### src/rtl/rv64g_l1_vlsu_refill_engine.sv
// ---------------------------------------------------------------------------
// rv64g_l1_vlsu_refill_engine
//
// Single-outstanding L1 line refill engine sitting behind the VLSU miss
// handler. One request is accepted in IDLE, turned into a TileLink-C
// AcquireBlock on channel A, the 8-beat GrantData on channel D is streamed
// into the data-array fill port, tag/permission is committed, GrantAck is
// sent on channel E and refill_done_o is pulsed back to the miss handler.
//
// Ports
//   clk_i, rst_ni            clock, asynchronous active-low reset
//   refill_*                 request from / completion to the miss handler
//   busy_o                   high whenever a transaction is in flight
//   a_*                      TileLink channel A (AcquireBlock)
//   d_*                      TileLink channel D (GrantData)
//   e_*                      TileLink channel E (GrantAck)
//   fill_*                   L1 data-array beat writes and tag/state commit
//
// state  | meaning
// -------+---------------------------------------------------------------
// IDLE   | waiting for refill_req_i; captures line address and write intent
// ACQ    | AcquireBlock held on channel A until accepted
// GRANT  | consuming 8 GrantData beats, writing good beats to the fill port
// ACK    | GrantAck held on channel E until accepted
// DONE   | one-cycle completion pulse with error status and tag commit
// ---------------------------------------------------------------------------
module rv64g_l1_vlsu_refill_engine #(
  parameter int unsigned      TAG_W     = 53,
  parameter int unsigned      INDEX_W   = 5,
  parameter int unsigned      SRC_W     = 4,
  parameter int unsigned      SINK_W    = 4,
  parameter logic [SRC_W-1:0] SOURCE_ID = SRC_W'(2)
) (
  input  logic               clk_i,
  input  logic               rst_ni,

  input  logic               refill_req_i,
  input  logic [63:0]        refill_addr_i,
  input  logic               refill_write_i,
  output logic               refill_done_o,
  output logic               refill_err_o,
  output logic               busy_o,

  output logic               a_valid_o,
  input  logic               a_ready_i,
  output logic [2:0]         a_opcode_o,
  output logic [2:0]         a_param_o,
  output logic [3:0]         a_size_o,
  output logic [SRC_W-1:0]   a_source_o,
  output logic [63:0]        a_address_o,

  input  logic               d_valid_i,
  output logic               d_ready_o,
  input  logic [2:0]         d_opcode_i,
  input  logic [1:0]         d_param_i,
  input  logic [SRC_W-1:0]   d_source_i,
  input  logic [SINK_W-1:0]  d_sink_i,
  input  logic               d_denied_i,
  input  logic               d_corrupt_i,
  input  logic [63:0]        d_data_i,

  output logic               e_valid_o,
  input  logic               e_ready_i,
  output logic [SINK_W-1:0]  e_sink_o,

  output logic               fill_we_o,
  output logic [INDEX_W-1:0] fill_index_o,
  output logic [2:0]         fill_beat_o,
  output logic [63:0]        fill_data_o,
  output logic               fill_commit_o,
  output logic [TAG_W-1:0]   fill_tag_o,
  output logic [1:0]         fill_perm_o
);

  localparam int unsigned LINE_W = TAG_W + INDEX_W;

  localparam logic [2:0] OP_ACQUIRE_BLOCK = 3'd6;
  localparam logic [2:0] OP_GRANT_DATA    = 3'd5;
  localparam logic [3:0] LINE_SIZE_LOG2   = 4'd6;

  typedef enum logic [2:0] {
    S_IDLE,
    S_ACQ,
    S_GRANT,
    S_ACK,
    S_DONE
  } state_e;

  state_e              state_q, state_d;
  logic [LINE_W-1:0]   line_q;
  logic                write_q;
  logic [2:0]          beat_q;
  logic                err_q;
  logic [SINK_W-1:0]   sink_q;
  logic [1:0]          cap_q;

  logic                d_fire;
  logic                beat_ok;

  // Offset bits inside the line carry no meaning for a whole-line refill.
  logic unused_addr_bits;
  assign unused_addr_bits = ^refill_addr_i[63-LINE_W:0];

  // Every beat presented in GRANT is consumed, even a malformed one, so the
  // beat counter stays aligned with the responder's 8-beat burst.
  assign d_fire  = (state_q == S_GRANT) && d_valid_i;
  assign beat_ok = (d_opcode_i == OP_GRANT_DATA) && (d_source_i == SOURCE_ID);

  // ---------------------------------------------------------------------
  // State register
  // ---------------------------------------------------------------------
  always_ff @(posedge clk_i or negedge rst_ni) begin
    if (!rst_ni) begin
      state_q <= S_IDLE;
    end else begin
      state_q <= state_d;
    end
  end

  // ---------------------------------------------------------------------
  // Next-state and handshake outputs
  // ---------------------------------------------------------------------
  always_comb begin
    state_d       = state_q;
    busy_o        = 1'b1;
    a_valid_o     = 1'b0;
    d_ready_o     = 1'b0;
    e_valid_o     = 1'b0;
    refill_done_o = 1'b0;
    refill_err_o  = 1'b0;
    fill_commit_o = 1'b0;

    case (state_q)
      S_IDLE: begin
        busy_o = 1'b0;
        if (refill_req_i) begin
          state_d = S_ACQ;
        end
      end
      S_ACQ: begin
        a_valid_o = 1'b1;
        if (a_ready_i) begin
          state_d = S_GRANT;
        end
      end
      S_GRANT: begin
        d_ready_o = 1'b1;
        if (d_valid_i && (beat_q == 3'd7)) begin
          state_d = S_ACK;
        end
      end
      S_ACK: begin
        e_valid_o = 1'b1;
        if (e_ready_i) begin
          state_d = S_DONE;
        end
      end
      S_DONE: begin
        refill_done_o = 1'b1;
        refill_err_o  = err_q;
        fill_commit_o = !err_q;
        state_d       = S_IDLE;
      end
      default: begin
        state_d = S_IDLE;
      end
    endcase
  end

  // ---------------------------------------------------------------------
  // Transaction context: line address, intent, beat count, error, grant info
  // ---------------------------------------------------------------------
  always_ff @(posedge clk_i or negedge rst_ni) begin
    if (!rst_ni) begin
      line_q  <= '0;
      write_q <= 1'b0;
      beat_q  <= 3'd0;
      err_q   <= 1'b0;
      sink_q  <= '0;
      cap_q   <= 2'd0;
    end else begin
      if ((state_q == S_IDLE) && refill_req_i) begin
        line_q  <= refill_addr_i[63 -: LINE_W];
        write_q <= refill_write_i;
        // Clear the previous grant so a bad first beat cannot leak stale
        // sink/cap values into this transaction.
        sink_q  <= '0;
        cap_q   <= 2'd0;
      end

      if (d_fire) begin
        beat_q <= beat_q + 3'd1;
        if (!beat_ok || d_denied_i || d_corrupt_i) begin
          err_q <= 1'b1;
        end
        if (beat_ok && (beat_q == 3'd0)) begin
          sink_q <= d_sink_i;
          cap_q  <= d_param_i;
        end
      end

      if (state_q == S_DONE) begin
        err_q <= 1'b0;
      end
    end
  end

  // ---------------------------------------------------------------------
  // Channel payloads
  // ---------------------------------------------------------------------
  assign a_opcode_o  = OP_ACQUIRE_BLOCK;
  assign a_size_o    = LINE_SIZE_LOG2;
  assign a_source_o  = SOURCE_ID;
  assign a_param_o   = {2'b00, write_q};
  assign a_address_o = {line_q, {(64 - LINE_W){1'b0}}};

  assign e_sink_o    = sink_q;

  // Fill write is combinational with the D handshake so no beat buffer is
  // needed; data is gated so the port reads zero when no write is in flight.
  assign fill_we_o    = d_fire && beat_ok;
  assign fill_beat_o  = beat_q;
  assign fill_data_o  = fill_we_o ? d_data_i : 64'd0;
  assign fill_index_o = line_q[INDEX_W-1:0];
  assign fill_tag_o   = line_q[LINE_W-1:INDEX_W];
  assign fill_perm_o  = cap_q;

endmodule

### config.mk
export PLATFORM = sky130hd
export DESIGN_NAME = rv64g_l1_vlsu_refill_engine
export DESIGN_NICKNAME = d
export VERILOG_FILES = /design/src/rtl/rv64g_l1_vlsu_refill_engine.sv
export SDC_FILE = /design/constraint.sdc
export NUM_CORES = 1
export LEC_CHECK = 0
export ABC_AREA = 0
export BUFFER_PORTS_ARGS = -buffer_cell sky130_fd_sc_hd__buf_2
export CAP_MARGIN = 20
export CORE_AREA = 5 5 141 143
export DETAILED_ROUTE_END_ITERATION = 16
export DIE_AREA = 0 0 146 148
export PLACE_DENSITY = 0.54
export SETUP_SLACK_MARGIN = 0.3
export SLEW_MARGIN = 20
export SYNTH_ARGS = -nofsm -noshare
export SYNTH_HDL_FRONTEND = slang
export SYNTH_SLANG_ARGS = --single-unit
### constraint.sdc
create_clock -name clk_i -period 1.8 [get_ports clk_i]
set_input_delay 0.27 -clock clk_i [delete_from_list [all_inputs] [get_ports clk_i]]
set_output_delay 0.27 -clock clk_i [all_outputs]
set_load 0.02 [all_outputs]
Yosys cells after proc, flatten, opt, wreduce, memory -nomap -nowiden

Cells that the tools add are included.

Register bits: 72
Input port bits: 150
Output and inout bits: 217
Word-level logic and storage cells: 57

Add/sub/neg operators: 1
Equal/unequal tests: 11
Mux-type cells: 22
Reduce and logical (&&, ||, !) cells: 16

Operators with widths:

| kind                                                  | number |
|---|---|
| two-way mux 64 bit                                    | 1 |
| two-way mux 3 bit                                     | 4 |
| two-way mux 4 bit                                     | 3 |
| case mux 3 bit (4 select lines)                       | 1 |
| two-way mux 1 bit                                     | 10 |
| equality test 3 bit, second input constant            | 3 |
| equality test 3 x 2 -> 1 bit, second input constant   | 2 |
| logical AND 1 bit                                     | 6 |
| logical NOT 3 bit                                     | 2 |
| two-way mux 2 bit                                     | 3 |
| inequality test 2 bit, second input constant          | 3 |
| equality test 4 x 2 -> 1 bit, second input constant   | 1 |
| AND reduction 4 bit                                   | 1 |
| nonzero test 2 bit                                    | 2 |
| adder 3 x 1 -> 3 bit, second input constant           | 1 |
| equality test 3 x 1 -> 1 bit, second input constant   | 1 |
| logical NOT 1 bit                                     | 2 |
| logical OR 1 bit                                      | 2 |
| inequality test 2 x 1 -> 1 bit, second input constant | 1 |
| AND reduction 2 bit                                   | 1 |

Depth between registers and ports, before layout

Depth after elaboration: 8
Depth in mapped cells: 7
Depth with buffers taken out: 5

Least setup slack after synthesis

Ideal clock, no wire load.

Path kind: flip-flop to output port
Start: register state_q[2]
End: output port fill_data_o[10]
Arrival time: 1,538 ps
Data required time: 1,530 ps
Path slack: -8 ps
Stages on the path, launching flop included: 8
Buffers on the path: 4
Cells stage by stage: dfrtp_1 buf_6 nor4bb_1 buf_4 and3_4 buf_6 buf_6 and2_1

Word-level cells in the longest chain between the ends: 4

Ends and longest elaborated chain:

| item                         | line | RTL |
|---|---|---|
| from (decl)                  | 89   | `state_e state_q, state_d;` |
| from (signal assigned)       | 116  | `state_q <= state_d;` |
| equality test 3 x 2 -> 1 bit | 106  | `assign d_fire = (state_q == S_GRANT) && d_valid_i;` |
| logical AND 1 bit            | 106  |  |
| logical AND 1 bit            | 221  | `assign fill_we_o = d_fire && beat_ok;` |
| two-way mux 64 bit           | 223  | `assign fill_data_o = fill_we_o ? d_data_i : 64'd0;` |
| to (decl)                    | 69   | `output logic [63:0] fill_data_o,` |

Every way passes these cells.

Final worst setup path

Start: register state_q[2]
End: output port fill_data_o[3]

Same word-level chain as after synthesis.

==> impl_metrics.py <==
metrics = {
    "clock_tree": {
        "clk_latency_ns": 0.34,
        "cts.path.max_buffers": 2,
        "clockRootBuffer": "clkbuf_16",
        "cts.reportedPaths.clkPinSlew_ns": 0.07,
        "tritoncts": "yes",
        "cts_sinks": 72,
        "htree_num_levels": 3,
        "cts_buffers": 9,
    },
    "sta": {
        "hold_slack_ns": 0.157,
        "fmax_mhz": 453,
        "skew_ns": 0.00923,
        "finalSetupTns_ns": -25.01,
        "hold_violations": 0,
        "rsz0062_at_grt": "yes",
        "finalMaxSlewViolations": 0,
        "setup_ws_ns": -0.408,
        "finalCritPeriodShare": 1.23,
        "finalCriticalPeriod_ns": 2.21,
        "setup_viol": 114,
    },
    "grt": {
        "first_global_vias": 3822,
        "grt_overflow": 0,
        "grt_pass1_wl_um": 23600,
        "antenna_found_initial": 3,
        "grt_max_degree": 33,
        "track_usage": 0.143,
    },
    "setup_path": {
        "cp_max_fo": 6,
        "required_ns": 1.53,
        "crit_type": "reg -> out",
        "startpoint_type": "flip-flop",
        "endpoint_kind": "output port",
        "crit_top_cell": "buf_4",
        "critPathSlowestCell": "dfrtp_1",
        "worstPathArrival_ns": 1.94,
        "crit_chain": "nor4bb_2, buf_4, and3_4, buf_4, and2_2, buf_4",
        "worst_path_largest_cell_delay_ns": 0.39,
    },
    "pwr": {
        "p_leak_uw": 0.00369,
        "vdd_drop_max_v": 0.000911,
        "p_sw_frac": 0.429,
        "power_switching_uw": 4720,
        "total_power_uw": 11000,
        "power.density_nw_per_um2": 1580,
        "p_seq_frac": 0.268,
        "pwr-share-clk": 0.160,
        "p_int_uw": 6280,
        "p_comb_frac": 0.572,
    },
    "status": {
        "status": "complete, but fails checks",
        "violations": "negative setup slack",
    },
    "logic_synthesis": {
        "yosys_warnings": 0,
        "synth_seq_area_share": 0.447,
        "avgSynthCellArea_um2": 11.6,
        "netlist-cell-type-count": 28,
        "synth_edf_count": 0,
        "ys.flop_type": "dfrtp_1",
        "mappedNetlistArea_um2": 4030,
        "synth_seq_cells": 72,
        "async_flop_share": 1.00,
        "synthCells": 346,
    },
    "die": {
        "rows": 50,
        "die-area_um2": 21600,
        "die_w_um": 146,
        "start_util": 0.218,
        "die_h_um": 148,
        "io_pins": 367,
        "core_area_um2": 18500,
    },
    "place": {
        "dp_hpwl_um": 12800,
        "port_buffers": 341,
        "place.gp.congestion": 0.848,
        "placed_area_um2": 5710,
    },
    "worst_hold_path": {
        "hold_path.class": "in -> reg",
    },
    "final_layout": {
        "final_cell_mix": "buf_2, dfrtp_1, buf_6",
        "num-fill-cells": 1853,
        "drive_gt1_frac": 0.816,
        "fin_area_um2": 6970,
        "fin_nets": 815,
        "layout_commonest_cell": "buf_2",
        "area_delta_synth_final_pct": 73.1,
        "post-route-util": 0.378,
    },
    "routing": {
        "avgViaCountPerCell": 3.98,
        "vias": 3590,
        "routedWlPerCell_um": 18.5,
        "drt-initial-drc-count": 53,
        "routed_wl_um": 16700,
        "drc": 0,
        "ant_nets": 0,
        "firstDrtPassIters": 4,
    },
    "run": {
        "maxCapViolCount": 0,
    },
}
==> timing repair <==
action                                  in CTS  in global routing
gates cloned                                 8                  2
pin swaps                                    1                 22
resized for setup                          105                 77
setup buffers                                4                  8
endpoints found under the hold margin       25                  0
hold buffers                                 1                  0
endpoints found under the setup margin     137                137
==> routing by layer <==
| metal | vias to the layer above | track usage | part of all wire |
|---|---|---|---|
| met4 | 2 | 0.0433 | 0.011 |
| met1 | 1701 | 0.146 | 0.35 |
| met3 | 15 | 0.0484 | 0.083 |
| met5 | - | 0 | 0.00078 |
| met2 | 201 | 0.275 | 0.56 |
| li1 | 1671 | - | - |
==> cell type report <==
type	instances	area (um2)	area share
repair buffers	383	2740	0.393
clock inverters	7	66.3	0.00951
diodes	2	5.00	0.000718
multi-input cells	192	1830	0.262
well taps	234	293	0.0420
inverters	4	15.0	0.00215
flip-flops and latches	72	1800	0.258
clock buffers	9	225	0.0323
==> path summary, 6_finish.rpt <==
check / endpoint / cells after the start / startpoint / slack (ns)
max: fill_data_o[3] / 6 / state_q[2] / -0.41
max reg2reg: line_q[35] / 6 / state_q[2] / -0.08
min in group asynchronous: line_q[4] / 2 / rst_ni / 0.39
min reg2reg: write_q / 1 / write_q / 0.51
max in group asynchronous: line_q[49] / 3 / rst_ni / 0.87
min: line_q[25] / 2 / refill_addr_i[31] / 0.16
==> worst max-delay path: cells and delay by family (launching register included) <==
kind | cells | cell delay [ns]
and+or+nand+nor | 3 | 0.71
DFF | 1 | 0.39
buffers and inverters | 3 | 0.49
==> Yosys cell counts (3+ instances only) <==
cell type	count	area share
ha_1	3	0.0093
nor2b_1	8	0.012
and2_1	66	0.10
nand2_1	4	0.0037
buf_2	4	0.0050
nor3_1	3	0.0037
buf_4	80	0.15
nor2_1	3	0.0028
mux2_2	66	0.18
buf_6	12	0.034
dfrtp_1	72	0.45
inv_1	4	0.0037
==> cell families after synthesis <==
kind of cell,Yosys count,share of synthesized area
fa+ha+maj,3,0.00932
mux,66,0.185
simple gates,96,0.153
flops,72,0.447
compound gates,6,0.0106
xor+xnor,1,0.00217
other cells,2,0.00186
buf+inv,100,0.191
==> flip-flops by register name, indices dropped and copies added (netlist names) <==
| register | count |
|---|---|
| line_q | 58 |
| e_sink_o | 4 |
| fill_beat_o | 3 |
| state_q | 3 |
| fill_perm_o | 2 |
| err_q | 1 |
| write_q | 1 |
==> power groups by stage <==
stage | combinational, uW | sequential [uW] | clock (uW)
floorplan | 3360 | 3770 | 0
global placement | 5200 | 2950 | 0
detailed placement | 5240 | 2950 | 0
CTS | 5860 | 2950 | 1840
global route | 6640 | 3070 | 1900
finish | 6290 | 2940 | 1760
==> metrics by stage <==
stage	setup slack, ns	cells
final	-0.408	903
after CTS	-0.439	891
after floorplan	0.0324	363
after detailed placement	-0.0739	862
after global routing	-0.504	903
after global placement	-0.0953	862
Note: power is estimated with default switching activity, not from simulation.
